[src/rtl/mult_seq_ctrl_pkg.sv]
// Shared types and helpers for the sequential shift-add multiplier.
// Optional build macro used by this slice: MULT_SEQ_EARLY_TERM_EN
// (early exit from RUN once the remaining multiplier bits are all zero).
package mult_pkg;

  typedef enum logic [1:0] {
    IDLE = 2'd0,
    RUN  = 2'd1,
    DONE = 2'd2
  } state_e;

  localparam int MULT_W_DEFAULT = 8;

  // Counter width able to hold 0..width-1; never narrower than one bit.
  function automatic int CNT_W(input int width);
    return (width < 2) ? 1 : $clog2(width);
  endfunction

endpackage

[src/rtl/mult_seq_ctrl_if.sv]
// Requester/consumer handshake bundle for the sequential multiplier.
// The controller side uses the slave modport; the bench/system side uses master.
// Optional build macro affecting the slice: MULT_SEQ_EARLY_TERM_EN (no effect here).
interface mult_seq_ctrl_if
  import mult_pkg::*;
#(
  parameter int WIDTH = MULT_W_DEFAULT
);

  logic               req_valid;
  logic               req_ready;
  logic [WIDTH-1:0]   top;
  logic [WIDTH-1:0]   bottom;
  logic               res_valid;
  logic               res_ready;
  logic [2*WIDTH-1:0] product;
  logic               busy;

  modport master (
    output req_valid, top, bottom, res_ready,
    input  req_ready, res_valid, product, busy
  );

  modport slave (
    input  req_valid, top, bottom, res_ready,
    output req_ready, res_valid, product, busy
  );

endinterface

[src/rtl/mult_seq_ctrl_dp.sv]
// Datapath of the shift-add multiplier: multiplicand, multiplier and
// accumulator registers with the adder and shifters.
// load_i captures fresh operands and clears the accumulator; step_i performs
// one conditional add followed by the shifts.
// With MULT_SEQ_EARLY_TERM_EN defined, a multiplier-is-zero flag is exported.
module mult_seq_dp
  import mult_pkg::*;
#(
  parameter int WIDTH = MULT_W_DEFAULT
) (
  input  logic               clk,
  input  logic               rst_n,
  input  logic               load_i,
  input  logic               step_i,
  input  logic [WIDTH-1:0]   top_i,
  input  logic [WIDTH-1:0]   bottom_i,
`ifdef MULT_SEQ_EARLY_TERM_EN
  output logic               mplier_zero_o,
`endif
  output logic [2*WIDTH-1:0] acc_o
);

  logic [2*WIDTH-1:0] mcand_q, mcand_d;
  logic [2*WIDTH-1:0] acc_q, acc_d;
  logic [WIDTH-1:0]   mplier_q, mplier_d;

  // Next-value selection: load has priority over step; otherwise hold.
  always_comb begin
    mcand_d  = mcand_q;
    mplier_d = mplier_q;
    acc_d    = acc_q;
    if (load_i) begin
      mcand_d  = {{WIDTH{1'b0}}, top_i};
      mplier_d = bottom_i;
      acc_d    = '0;
    end else if (step_i) begin
      // The widened add cannot overflow: the final product fits 2*WIDTH bits.
      if (mplier_q[0]) begin
        acc_d = acc_q + mcand_q;
      end
      mcand_d  = mcand_q << 1;
      mplier_d = mplier_q >> 1;
    end
  end

  // Operand and accumulator registers.
  always_ff @(posedge clk or negedge rst_n) begin
    if (!rst_n) begin
      mcand_q  <= '0;
      mplier_q <= '0;
      acc_q    <= '0;
    end else begin
      mcand_q  <= mcand_d;
      mplier_q <= mplier_d;
      acc_q    <= acc_d;
    end
  end

`ifdef MULT_SEQ_EARLY_TERM_EN
  assign mplier_zero_o = (mplier_q == '0);
`endif

  assign acc_o = acc_q;

endmodule

[src/rtl/mult_seq_ctrl.sv]
// Sequential shift-add multiplier controller: accepts operands on a
// valid/ready request, spends up to WIDTH cycles stepping the datapath,
// then holds the product until the consumer takes it.
// Build macro MULT_SEQ_EARLY_TERM_EN: when defined, RUN ends as soon as the
// remaining multiplier bits are zero (product unchanged, latency shorter).
//
// state | meaning
// IDLE  | waiting for operands, req_ready high
// RUN   | one shift-add step per cycle, cnt counts steps
// DONE  | product valid, waiting for res_ready
module mult_seq_ctrl
  import mult_pkg::*;
#(
  parameter int WIDTH = MULT_W_DEFAULT
) (
  input  logic           clk,
  input  logic           rst_n,
  mult_seq_ctrl_if.slave mult_if
);

  localparam logic [1:0] S_IDLE = IDLE;
  localparam logic [1:0] S_RUN  = RUN;
  localparam logic [1:0] S_DONE = DONE;

  localparam int            CW       = CNT_W(WIDTH);
  localparam logic [CW-1:0] CNT_LAST = CW'(WIDTH - 1);

  logic [1:0]         state_q, state_d;
  logic [CW-1:0]      cnt_q, cnt_d;
  logic               load;
  logic               step;
  logic               term;
  logic               last;
  logic [2*WIDTH-1:0] acc;

`ifdef MULT_SEQ_EARLY_TERM_EN
  logic mplier_zero;
  assign term = (state_q == S_RUN) && mplier_zero;
`else
  assign term = 1'b0;
`endif

  assign load = (state_q == S_IDLE) && mult_if.req_valid;
  assign step = (state_q == S_RUN) && !term;
  assign last = (cnt_q == CNT_LAST);

  // Next-state and step-counter logic.
  always_comb begin
    state_d = state_q;
    cnt_d   = cnt_q;
    case (state_q)
      S_IDLE: begin
        if (load) begin
          state_d = S_RUN;
          cnt_d   = '0;
        end
      end
      S_RUN: begin
        if (term) begin
          state_d = S_DONE;
        end else begin
          cnt_d = cnt_q + CW'(1);
          if (last) begin
            state_d = S_DONE;
          end
        end
      end
      S_DONE: begin
        if (mult_if.res_ready) begin
          state_d = S_IDLE;
        end
      end
      default: begin
        state_d = S_IDLE;
      end
    endcase
  end

  // State and counter registers.
  always_ff @(posedge clk or negedge rst_n) begin
    if (!rst_n) begin
      state_q <= S_IDLE;
      cnt_q   <= '0;
    end else begin
      state_q <= state_d;
      cnt_q   <= cnt_d;
    end
  end

  mult_seq_dp #(
    .WIDTH (WIDTH)
  ) u_dp (
    .clk           (clk),
    .rst_n         (rst_n),
    .load_i        (load),
    .step_i        (step),
    .top_i         (mult_if.top),
    .bottom_i      (mult_if.bottom),
`ifdef MULT_SEQ_EARLY_TERM_EN
    .mplier_zero_o (mplier_zero),
`endif
    .acc_o         (acc)
  );

  assign mult_if.req_ready = (state_q == S_IDLE);
  assign mult_if.busy      = (state_q != S_IDLE);
  assign mult_if.res_valid = (state_q == S_DONE);
  // acc is frozen in DONE and until the next load, so it doubles as the result.
  assign mult_if.product   = acc;

endmodule

[src/flat_wrapper.sv]
// flat-port wrapper written by rule: the top's interface ports become plain ports
module mult_seq_ctrl_flat import mult_pkg::*;
#(
  parameter int WIDTH = MULT_W_DEFAULT
)
  (clk, rst_n, mult_if_req_valid, mult_if_top, mult_if_bottom, mult_if_res_ready, mult_if_req_ready, mult_if_res_valid, mult_if_product, mult_if_busy);
  mult_seq_ctrl_if #(.WIDTH(WIDTH)) mult_if_i ();
  input  logic clk;
  input  logic rst_n;
  input wire logic [$bits(mult_if_i.req_valid)-1:0] mult_if_req_valid;
  input wire logic [$bits(mult_if_i.top)-1:0] mult_if_top;
  input wire logic [$bits(mult_if_i.bottom)-1:0] mult_if_bottom;
  input wire logic [$bits(mult_if_i.res_ready)-1:0] mult_if_res_ready;
  output wire logic [$bits(mult_if_i.req_ready)-1:0] mult_if_req_ready;
  output wire logic [$bits(mult_if_i.res_valid)-1:0] mult_if_res_valid;
  output wire logic [$bits(mult_if_i.product)-1:0] mult_if_product;
  output wire logic [$bits(mult_if_i.busy)-1:0] mult_if_busy;
  assign mult_if_i.req_valid = mult_if_req_valid;
  assign mult_if_i.top = mult_if_top;
  assign mult_if_i.bottom = mult_if_bottom;
  assign mult_if_i.res_ready = mult_if_res_ready;
  assign mult_if_req_ready = mult_if_i.req_ready;
  assign mult_if_res_valid = mult_if_i.res_valid;
  assign mult_if_product = mult_if_i.product;
  assign mult_if_busy = mult_if_i.busy;
  mult_seq_ctrl #(.WIDTH(WIDTH)) u_core (.clk(clk), .rst_n(rst_n), .mult_if(mult_if_i));
endmodule
[config.mk]
export PLATFORM = sky130hd
export DESIGN_NAME = mult_seq_ctrl_flat
export DESIGN_NICKNAME = d
export VERILOG_FILES = /design/src/rtl/mult_seq_ctrl_pkg.sv /design/src/rtl/mult_seq_ctrl_if.sv /design/src/rtl/mult_seq_ctrl_dp.sv /design/src/rtl/mult_seq_ctrl.sv /design/src/flat_wrapper.sv
export SDC_FILE = /design/constraint.sdc
export NUM_CORES = 1
export LEC_CHECK = 0
export ABC_AREA = 1
export BUFFER_PORTS_ARGS = -buffer_cell sky130_fd_sc_hd__buf_2
export CORE_MARGIN = 2
export CORE_UTILIZATION = 33
export CTS_BUF_LIST = sky130_fd_sc_hd__clkbuf_8
export DETAILED_ROUTE_END_ITERATION = 8
export REMOVE_ABC_BUFFERS = 1
export SYNTH_ARGS = -nofsm -noshare
export SYNTH_HDL_FRONTEND = slang
export SYNTH_HIERARCHICAL = 1
export SYNTH_SLANG_ARGS = --single-unit
[constraint.sdc]
create_clock -name clk -period 1.7 [get_ports clk]
set_input_delay 0.34 -clock clk [delete_from_list [all_inputs] [get_ports clk]]
set_output_delay 0.34 -clock clk [all_outputs]
set_load 0.01 [all_outputs]
Yosys cells after proc, flatten, opt, wreduce, memory -nomap -nowiden:

Cells that the tools add are included.

* output and inout port bits: 19
* input port bits: 20
* register bits: 45

* add/sub/neg operators: 2
* reductions and logical operators: 9
* equal/unequal tests: 6
* mux-type cells: 13

Operator list (number)
* 16-bit 2-to-1 mux: 5
* 16-bit adder: 1
* 8-bit 2-to-1 mux: 2
* 2-bit nonzero test: 4
* 2-bit 2-to-1 mux: 3
* 2-bit one-hot mux with 3 select lines: 1
* 3-bit one-hot mux with 2 select lines: 1
* 2-bit != test (second input constant): 2
* 2-bit AND reduction: 2
* 3-bit by 1-bit adder with 3-bit output (second input constant): 1
* 3-bit == test (second input constant): 1
* 3-bit 2-to-1 mux: 1
* 3-bit AND reduction: 1
* 2-bit by 1-bit == test with 1-bit output (second input constant): 1
* 2-bit == test (second input constant): 1
* 2-bit zero test: 1
* 2-bit by 1-bit != test with 1-bit output (second input constant): 1
* 1-bit logical AND: 1

Longest topological paths before layout:

Gate-level depths: netlist of the first run.

* depth after elaboration: 4
* depth in mapped cells: 11

Modules after synthesis:

Netlist of the first run, hierarchy kept.

Modules (own cells, without submodules)
* mult_seq_dp: times used 1, area each 2517.4 um^2, sequential area each 1001.0 um^2, cells an instance 347
* mult_seq_ctrl: times used 1, area each 259.0 um^2, sequential area each 125.1 um^2, cells an instance 31

Worst setup path after synthesis of the first run:

OpenSTA, ideal clock, no wires.

* kind: register to register
* from: register u_core.u_dp.acc_q[0], in the netlist u_core/u_dp/acc_o[0]
* to: register u_core.u_dp.acc_q[12], in the netlist u_core/u_dp/acc_o[12]
* arrival: 1.537 ns
* period minus slack after synthesis: 1.654 ns
* cell stages (with the launch flop): 12
* slack: 0.046 ns
* path through: dfrtp_1 -> ha_1 -> inv_1 -> fa_1 -> inv_1 -> nand3_1 -> nand3_1 -> nand3_1 -> nand3_1 -> nand2_1 -> nand3_1 -> nand2_1

* word-level cells in the longest chain between the ends: 4

RTL lines
* start, declared: line mult_seq_ctrl_dp.sv:24 `logic [2*WIDTH-1:0] acc_q, acc_d;`
* start signal, assigned: line mult_seq_ctrl_dp.sv:51 `acc_q <= '0;`
* start signal, assigned: line mult_seq_ctrl_dp.sv:55 `acc_q <= acc_d;`
* 16-bit adder: line mult_seq_ctrl_dp.sv:39 `acc_d = acc_q + mcand_q;`
* 16-bit 2-to-1 mux: line mult_seq_ctrl_dp.sv:38 `if (mplier_q[0]) begin`
* 16-bit 2-to-1 mux: line mult_seq_ctrl_dp.sv:36 `end else if (step_i) begin`
* 16-bit 2-to-1 mux: line mult_seq_ctrl_dp.sv:32 `if (load_i) begin`

Every way passes these cells. The select of a mux whose other input is x is not followed.
A chain may end at the register's enable or synchronous reset.

Worst setup path in the final report of the first run:

* from: register u_core.u_dp.acc_q[0], in the netlist u_core/u_dp/acc_o[0]
* to: register u_core.u_dp.acc_q[10], in the netlist u_core/u_dp/acc_o[10]

The elaborated chain is that of the path after synthesis.

==> results of run 1 <==
-- worst max-delay path by stage --
stage | from | slack (ps) | depth (start not counted) | endpoint
2_1_floorplan | u_core/state_q[0]$_DFFE_PN0P_ | -100 | 7 | u_core/u_dp/acc_o[0]$_DFFE_PN0P_
3_3_place_gp | u_core/u_dp/acc_o[0]$_DFFE_PN0P_ | 30 | 11 | u_core/u_dp/acc_o[12]$_DFFE_PN0P_
3_5_place_dp | u_core/u_dp/acc_o[0]$_DFFE_PN0P_ | -30 | 11 | u_core/u_dp/acc_o[12]$_DFFE_PN0P_
4_1_cts | u_core/state_q[1]$_DFFE_PN0P_ | 20 | 6 | u_core/u_dp/mcand_q[3]$_DFFE_PN0P_
5_1_grt | u_core/u_dp/acc_o[0]$_DFFE_PN0P_ | -50 | 11 | u_core/u_dp/acc_o[10]$_DFFE_PN0P_
6_report | u_core/u_dp/acc_o[0]$_DFFE_PN0P_ | 50 | 11 | u_core/u_dp/acc_o[10]$_DFFE_PN0P_
-- worst max-delay path: stages (launching register included) --
cell and delay, ps:
dfrtp_1 360, ha_2 190, inv_2 40, fa_2 370, inv_2 70, nand4_1 100
nand2_2 130, nand2_1 80, nand2_1 60, nand2_1 40, nand3_1 60, nand2_1 50
-- cell type report --
type	count	area [um^2]	share of cell area [%]
clock buffers	5	68.8	2.01
clock inverters	3	47.5	1.39
inverters	64	240	7.02
multi-input cells	261	1530	44.7
flip-flops and latches	45	1130	32.9
well taps	105	131	3.84
repair buffers	48	278	8.12
-- state kept, by name, indices dropped and copies added (netlist names) --
register              flops
u_core/u_dp/mplier_q      8
u_core/cnt_q              3
u_core/u_dp/acc_o        16
u_core/state_q            2
u_core/u_dp/mcand_q      16
-- cells in the final DEF, fill, tap and decap left out, types with 6 or more instances in the layout --
cell type    n
nand2_1    134
nor2_1      12
dfrtp_1     45
nand3_1     19
inv_2       14
o21ai_1      6
nand2_2      8
inv_1       50
o22ai_1      6
ha_1         7
o21ai_0      7
buf_4        9
ha_4         7
a21oi_1     12
buf_2       38
-- timing repair --
action	CTS	global route
setup endpoints to repair	4	28
pin swaps	0	5
cloned	0	0
gates resized for setup	3	29
buffers inserted	0	0
-- layer usage --
metal / track usage (%) / share of wire, % / up-vias
met5: 0 / 0 / -
met4: 5.00 / 1.4 / 0
met3: 2.27 / 3.3 / 11
met2: 26.6 / 49 / 52
met1: 20.5 / 47 / 1139
li1: - / - / 1289
-- where the power goes --
group | switching, uW | total (uW) | internal [uW] | leakage [uW]
logic | 1870 | 3100 | 1230 | 0.00121
clock network | 421 | 871 | 449 | 0.0000591
registers | 375 | 1870 | 1490 | 0.000586
total | 2670 | 5840 | 3170 | 0.00186
-- metrics by stage --
step / hold WS [ps] / setup WS, ps / power (uW) / util [%] / area [um^2]
5_1_grt: 17.6 / -50.7 / 6380 / 41.9 / 3420
3_3_place_gp: 339 / 29.5 / 4600 / 38.4 / 3140
6_report: 6.15 / 46.8 / 5840 / 41.9 / 3420
4_1_cts: 3.67 / 15.9 / 5570 / 39.9 / 3260
2_1_floorplan: 44.4 / -103 / 3760 / - / 2730
3_5_place_dp: 343 / -28.7 / 4680 / 38.4 / 3140
-- cells by family after synthesis --
group	Yosys count
DFF	45
xor gates and xnor gates	2
AOI/OAI and AO/OA	47
adders and majority gates	18
buffers and inverters	72
and+or+nand+nor	194
==> impl_metrics.json, run 1 <==
{
  "nets": 463,
  "synth_compound_area_share_pct": 10.4,
  "route.detailed.drc": 0,
  "max_freq_mhz": 605,
  "hp-class": "primary input to async pin",
  "yosysMostFrequentCell": "nand2_1",
  "place_inst": 523,
  "dp_hpwl_mm": 5.02,
  "synth_top_cell_by_area": "dfrtp_1",
  "syn_inst": 378,
  "status": "finished, final reports clean",
  "yosys.area_share.simple_pct": 29.7,
  "dieArea_mm2": 0.00916,
  "crit_type": "flop to flop",
  "fin_crit_ps": 1650,
  "yosysWarnings": 6,
  "rr_worst_depth": 11,
  "ir_worst_vdd_mv": 0.947,
  "grt_max_degree": 46,
  "synth_xor_area_share_pct": 0.631,
  "drt_iter0_markers": 83,
  "synth.area.top_cells": "dfrtp_1 41%, nand2_1 19%, ha_1 7.7%",
  "worst_pin_slew_ps": 308,
  "wirelength_mm": 6.83,
  "die_h_um": 95.7,
  "htree_levels": 2,
  "ys_seq_elements": 45,
  "ys_seq_area_share_pct": 40.6,
  "die_x_um": 95.7,
  "postRouteAntennaNets": 0,
  "p_per_area_mw_per_mm2": 1710,
  "tns_ps": 0,
  "grt_pass1_wl_mm": 11.1,
  "syn_avg_cell_area_um2": 7.35,
  "slew_headroom_pct": 79.4,
  "drive_above_1_share_pct": 25.6,
  "cts.sinks": 45,
  "end_kind": "flop",
  "r2r_start": "u_core/u_dp/acc_o[0]$_DFFE_PN0P_",
  "r2r_slack_ps": 50,
  "cp_data_required_time_ps": 1900,
  "coreArea_mm2": 0.00818,
  "grt-ovfl-total": 0,
  "grt_pass1_vias": 2437,
  "root_buffer": "clkbuf_8",
  "diodes": 0,
  "cp.arrival_ps": 1860,
  "ys_types": 30,
  "fill_cells": 847,
  "grt_setup_unrepaired": "true",
  "setup_viol": 0,
  "synth_edf_count": 0,
  "instances_no_fill": 531,
  "wire_per_inst_um": 12.9,
  "initial_utilization_pct": 34.0,
  "hold_violations": 0,
  "async_flop_share_pct": 100,
  "area_growth_pct": 23.3,
  "grtUsageTotal_pct": 15.6,
  "worst_clock_skew_ps": 9.73,
  "synth_top_family_by_area": "simple AND/OR/NAND/NOR gates",
  "synthTopCellsByCount": "138 x nand2_1, 53 x inv_1, 45 x dfrtp_1",
  "netlist_area_mm2": 0.00278,
  "cts_hold_buffers": 0,
  "p_leak_uw": 0.00186,
  "via_per_inst": 4.69,
  "period_share_pct": 97.2,
  "worstSetupStartpointType": "flop",
  "synthAdderAreaFrac_pct": 8.38,
  "antenna_found_initial": 0,
  "synthMuxAreaShare_pct": 0,
  "vias": 2491,
  "clock_path_buffers": 2,
  "gp_congestion": 0.860,
  "drv_slew": 0,
  "yosys.area.top_type_share_pct": 40.6,
  "port_buffers": 38,
  "pin_count": 39,
  "timing.rr.end": "u_core/u_dp/acc_o[10]$_DFFE_PN0P_",
  "cts_buffers": 5,
  "cts.clk_slew.worst_paths_ps": 100,
  "cp_max_fo": 4,
  "cts_tree": "built",
  "synthFlopType": "dfrtp_1",
  "drt_pre_antenna_iters": 4,
  "maxCapViolCount": 0,
  "clock_latency_ps": 310,
  "rows": 33
}
Power figures use the tool's default switching activity.
==> run 2, diff against run 1 <==
--- a/config.mk
+++ b/config.mk
@@ -11,7 +11,7 @@
 export CORE_UTILIZATION = 33
 export CTS_BUF_LIST = sky130_fd_sc_hd__clkbuf_8
 export DETAILED_ROUTE_END_ITERATION = 8
-export REMOVE_ABC_BUFFERS = 1
+export SKIP_LAST_GASP = 1
 export SYNTH_ARGS = -nofsm -noshare
 export SYNTH_HDL_FRONTEND = slang
 export SYNTH_HIERARCHICAL = 1
==> run 2 against run 1 <==
Compared with the run above:
- the run now ends with hold timing left
- die area unchanged
- combinational power about the same
- critical path depth did not move
- flip-flop and latch count is the same
- via count increased by 0.92%
- clock-buffer cell count up 1
- fmax up 3.6%
- sequential share of layout area increased by 0.17 points
- register-to-register slack better by 60 ps
- setup slack better by 58 ps
- design area fell by 0.51%
==> impl_metrics.json, run 2 (synthesis gave the netlist of run 1 again) <==
{
  "wire_per_inst_um": 12.5,
  "r2r_slack_ps": 100,
  "dieArea_mm2": 0.00916,
  "grt_pass1_vias": 2435,
  "critPathSlowestCell": "dfrtp_1",
  "placed_area_mm2": 0.00315,
  "grt_max_degree": 46,
  "area_growth_pct": 22.6,
  "fin_hold_ws_ps": -4.46,
  "final_core_util_pct": 41.6,
  "synth_nets": 416,
  "crit_cells": 11,
  "worst_pin_slew_ps": 302,
  "diodes": 0,
  "cp.arrival_ps": 1790,
  "hold_violations": 3,
  "timing.rr.end": "u_core/u_dp/acc_o[12]$_DFFE_PN0P_",
  "grt_pass1_wl_mm": 11.3,
  "multi_input_area_mm2": 0.00151,
  "final_cell_mix": "136 x nand2_1, 51 x inv_1, 45 x dfrtp_1, 38 x buf_2, 22 x nand3_1",
  "cp_data_required_time_ps": 1900,
  "maxCapViolCount": 0,
  "via_per_inst": 4.71,
  "grt-ovfl-total": 0,
  "status": "complete, but fails checks",
  "seq_area_mm2": 0.00113,
  "r2r_start": "u_core/u_dp/mcand_q[0]$_DFFE_PN0P_",
  "slowest_delay_ps": 370,
  "worst_slack_ps": 104,
  "cts_tree": "built",
  "cts_hold_buffers": 0,
  "max_freq_mhz": 627,
  "dp_slack_ps": 31.5,
  "clock_path_buffers": 2,
  "fin_crit_ps": 1600,
  "cts.clk_slew.worst_paths_ps": 90,
  "violations": "hold timing",
  "grt_setup_unrepaired": "true",
  "fill_cells": 858,
  "drv_slew": 0,
  "crit_top_cell": "nand3_1",
  "clock_latency_ps": 300,
  "worst_clock_skew_ps": 7.05,
  "vias": 2514,
  "root_buffer": "clkbuf_8",
  "nets": 466,
  "hp-class": "primary input to async pin",
  "rr_worst_depth": 11,
  "htree_levels": 2,
  "end_kind": "flop",
  "p_leak_uw": 0.00185,
  "crit_family": "adder cells",
  "coreArea_mm2": 0.00818,
  "drive_above_1_share_pct": 24.7,
  "setup_viol": 0,
  "cts.sinks": 45,
  "p_total_uw": 5700,
  "route.detailed.drc": 0,
  "stdcell_area_mm2": 0.00340,
  "initial_utilization_pct": 34.0,
  "instances_no_fill": 534,
  "place_inst": 525,
  "gp_congestion": 0.879,
  "antenna_found_initial": 0,
  "path_buf_inv": 2,
  "ir_worst_vdd_mv": 0.765,
  "rows": 33,
  "pin_count": 39,
  "slew_headroom_pct": 79.8,
  "wirelength_mm": 6.66,
  "die_h_um": 95.7,
  "drt_iter0_markers": 64,
  "final_common_cell": "nand2_1",
  "crit_type": "flop to flop",
  "die_x_um": 95.7,
  "grtUsageTotal_pct": 15.9,
  "drt_pre_antenna_iters": 4,
  "period_share_pct": 93.9,
  "cp_cell_sequence": "ha_2 -> inv_1 -> fa_2 -> inv_2 -> nand3_1 -> nand3_2 -> nand3_1 -> nand3_1 -> nand2_1 -> nand3_1 -> nand2_1",
  "p_per_area_mw_per_mm2": 1670,
  "setup.worst_path.start": "u_core/u_dp/mcand_q[0]$_DFFE_PN0P_",
  "dp_hpwl_mm": 4.96,
  "postRouteAntennaNets": 0,
  "cp_max_fo": 4,
  "port_buffers": 38,
  "cts_buffers": 5,
  "worstSetupStartpointType": "flop"
}
-- run 2: changes by cell type in the layout (fill, tap and decap cells not counted), moves of 2 or more --
cell / before / now
nor2_1: 12 / 14
nand3_2: 5 / 3
nand3_1: 19 / 22
ha_1: 7 / 5
buf_4: 9 / 12
nand2_2: 8 / 6
nand2_1: 134 / 136
-- run 2: routing by layer --
layer,global-route usage [%],routed length [um],vias up,part of all wire [%]
li1,-,-,1299,-
met1,20.3,3210,1141,48
met2,27.0,3050,62,46
met3,2.66,244,12,3.7
met4,6.07,161,0,2.4
met5,0,0,-,0
-- run 2: stage by stage --
step / TNS, ps / hold WS, ps
final: 0 / -4.46
after global routing: -93.9 / 17.5
after CTS: 0 / 9.73
after detailed placement: 0 / 345
after global placement: 0 / 344
after floorplan: 0 / 44.4
-- run 2: where the power goes --
part	switching, uW	internal (uW)
combinational	1840	1240
clock	406	336
sequential	382	1490
total	2630	3070
-- run 2: final cells by class --
cell class	instances	area share, %
multi-input combinational	261	44.3
sequential	45	33.1
inverter	64	7.06
clock inverter	2	0.478
clock buffer	6	2.43
timing repair buffer	51	8.82
tap	105	3.86
-- run 2: worst max path at each step --
stage,end,slack [ps]
after detailed placement,u_core/u_dp/acc_o[10]$_DFFE_PN0P_,30
after floorplan,u_core/u_dp/acc_o[12]$_DFFE_PN0P_,50
final,u_core/u_dp/acc_o[12]$_DFFE_PN0P_,100
after global placement,u_core/u_dp/acc_o[14]$_DFFE_PN0P_,50
after CTS,u_core/u_dp/acc_o[12]$_DFFE_PN0P_,4
after global routing,u_core/u_dp/acc_o[12]$_DFFE_PN0P_,-50
-- run 2: timing repair --
| item | CTS | global route |
|---|---|---|
| pin swaps | 0 | 3 |
| endpoints found under the hold margin | 0 | 0 |
| gates resized for setup | 1 | 23 |
| setup buffers | 0 | 1 |
| setup endpoints to repair | 1 | 25 |
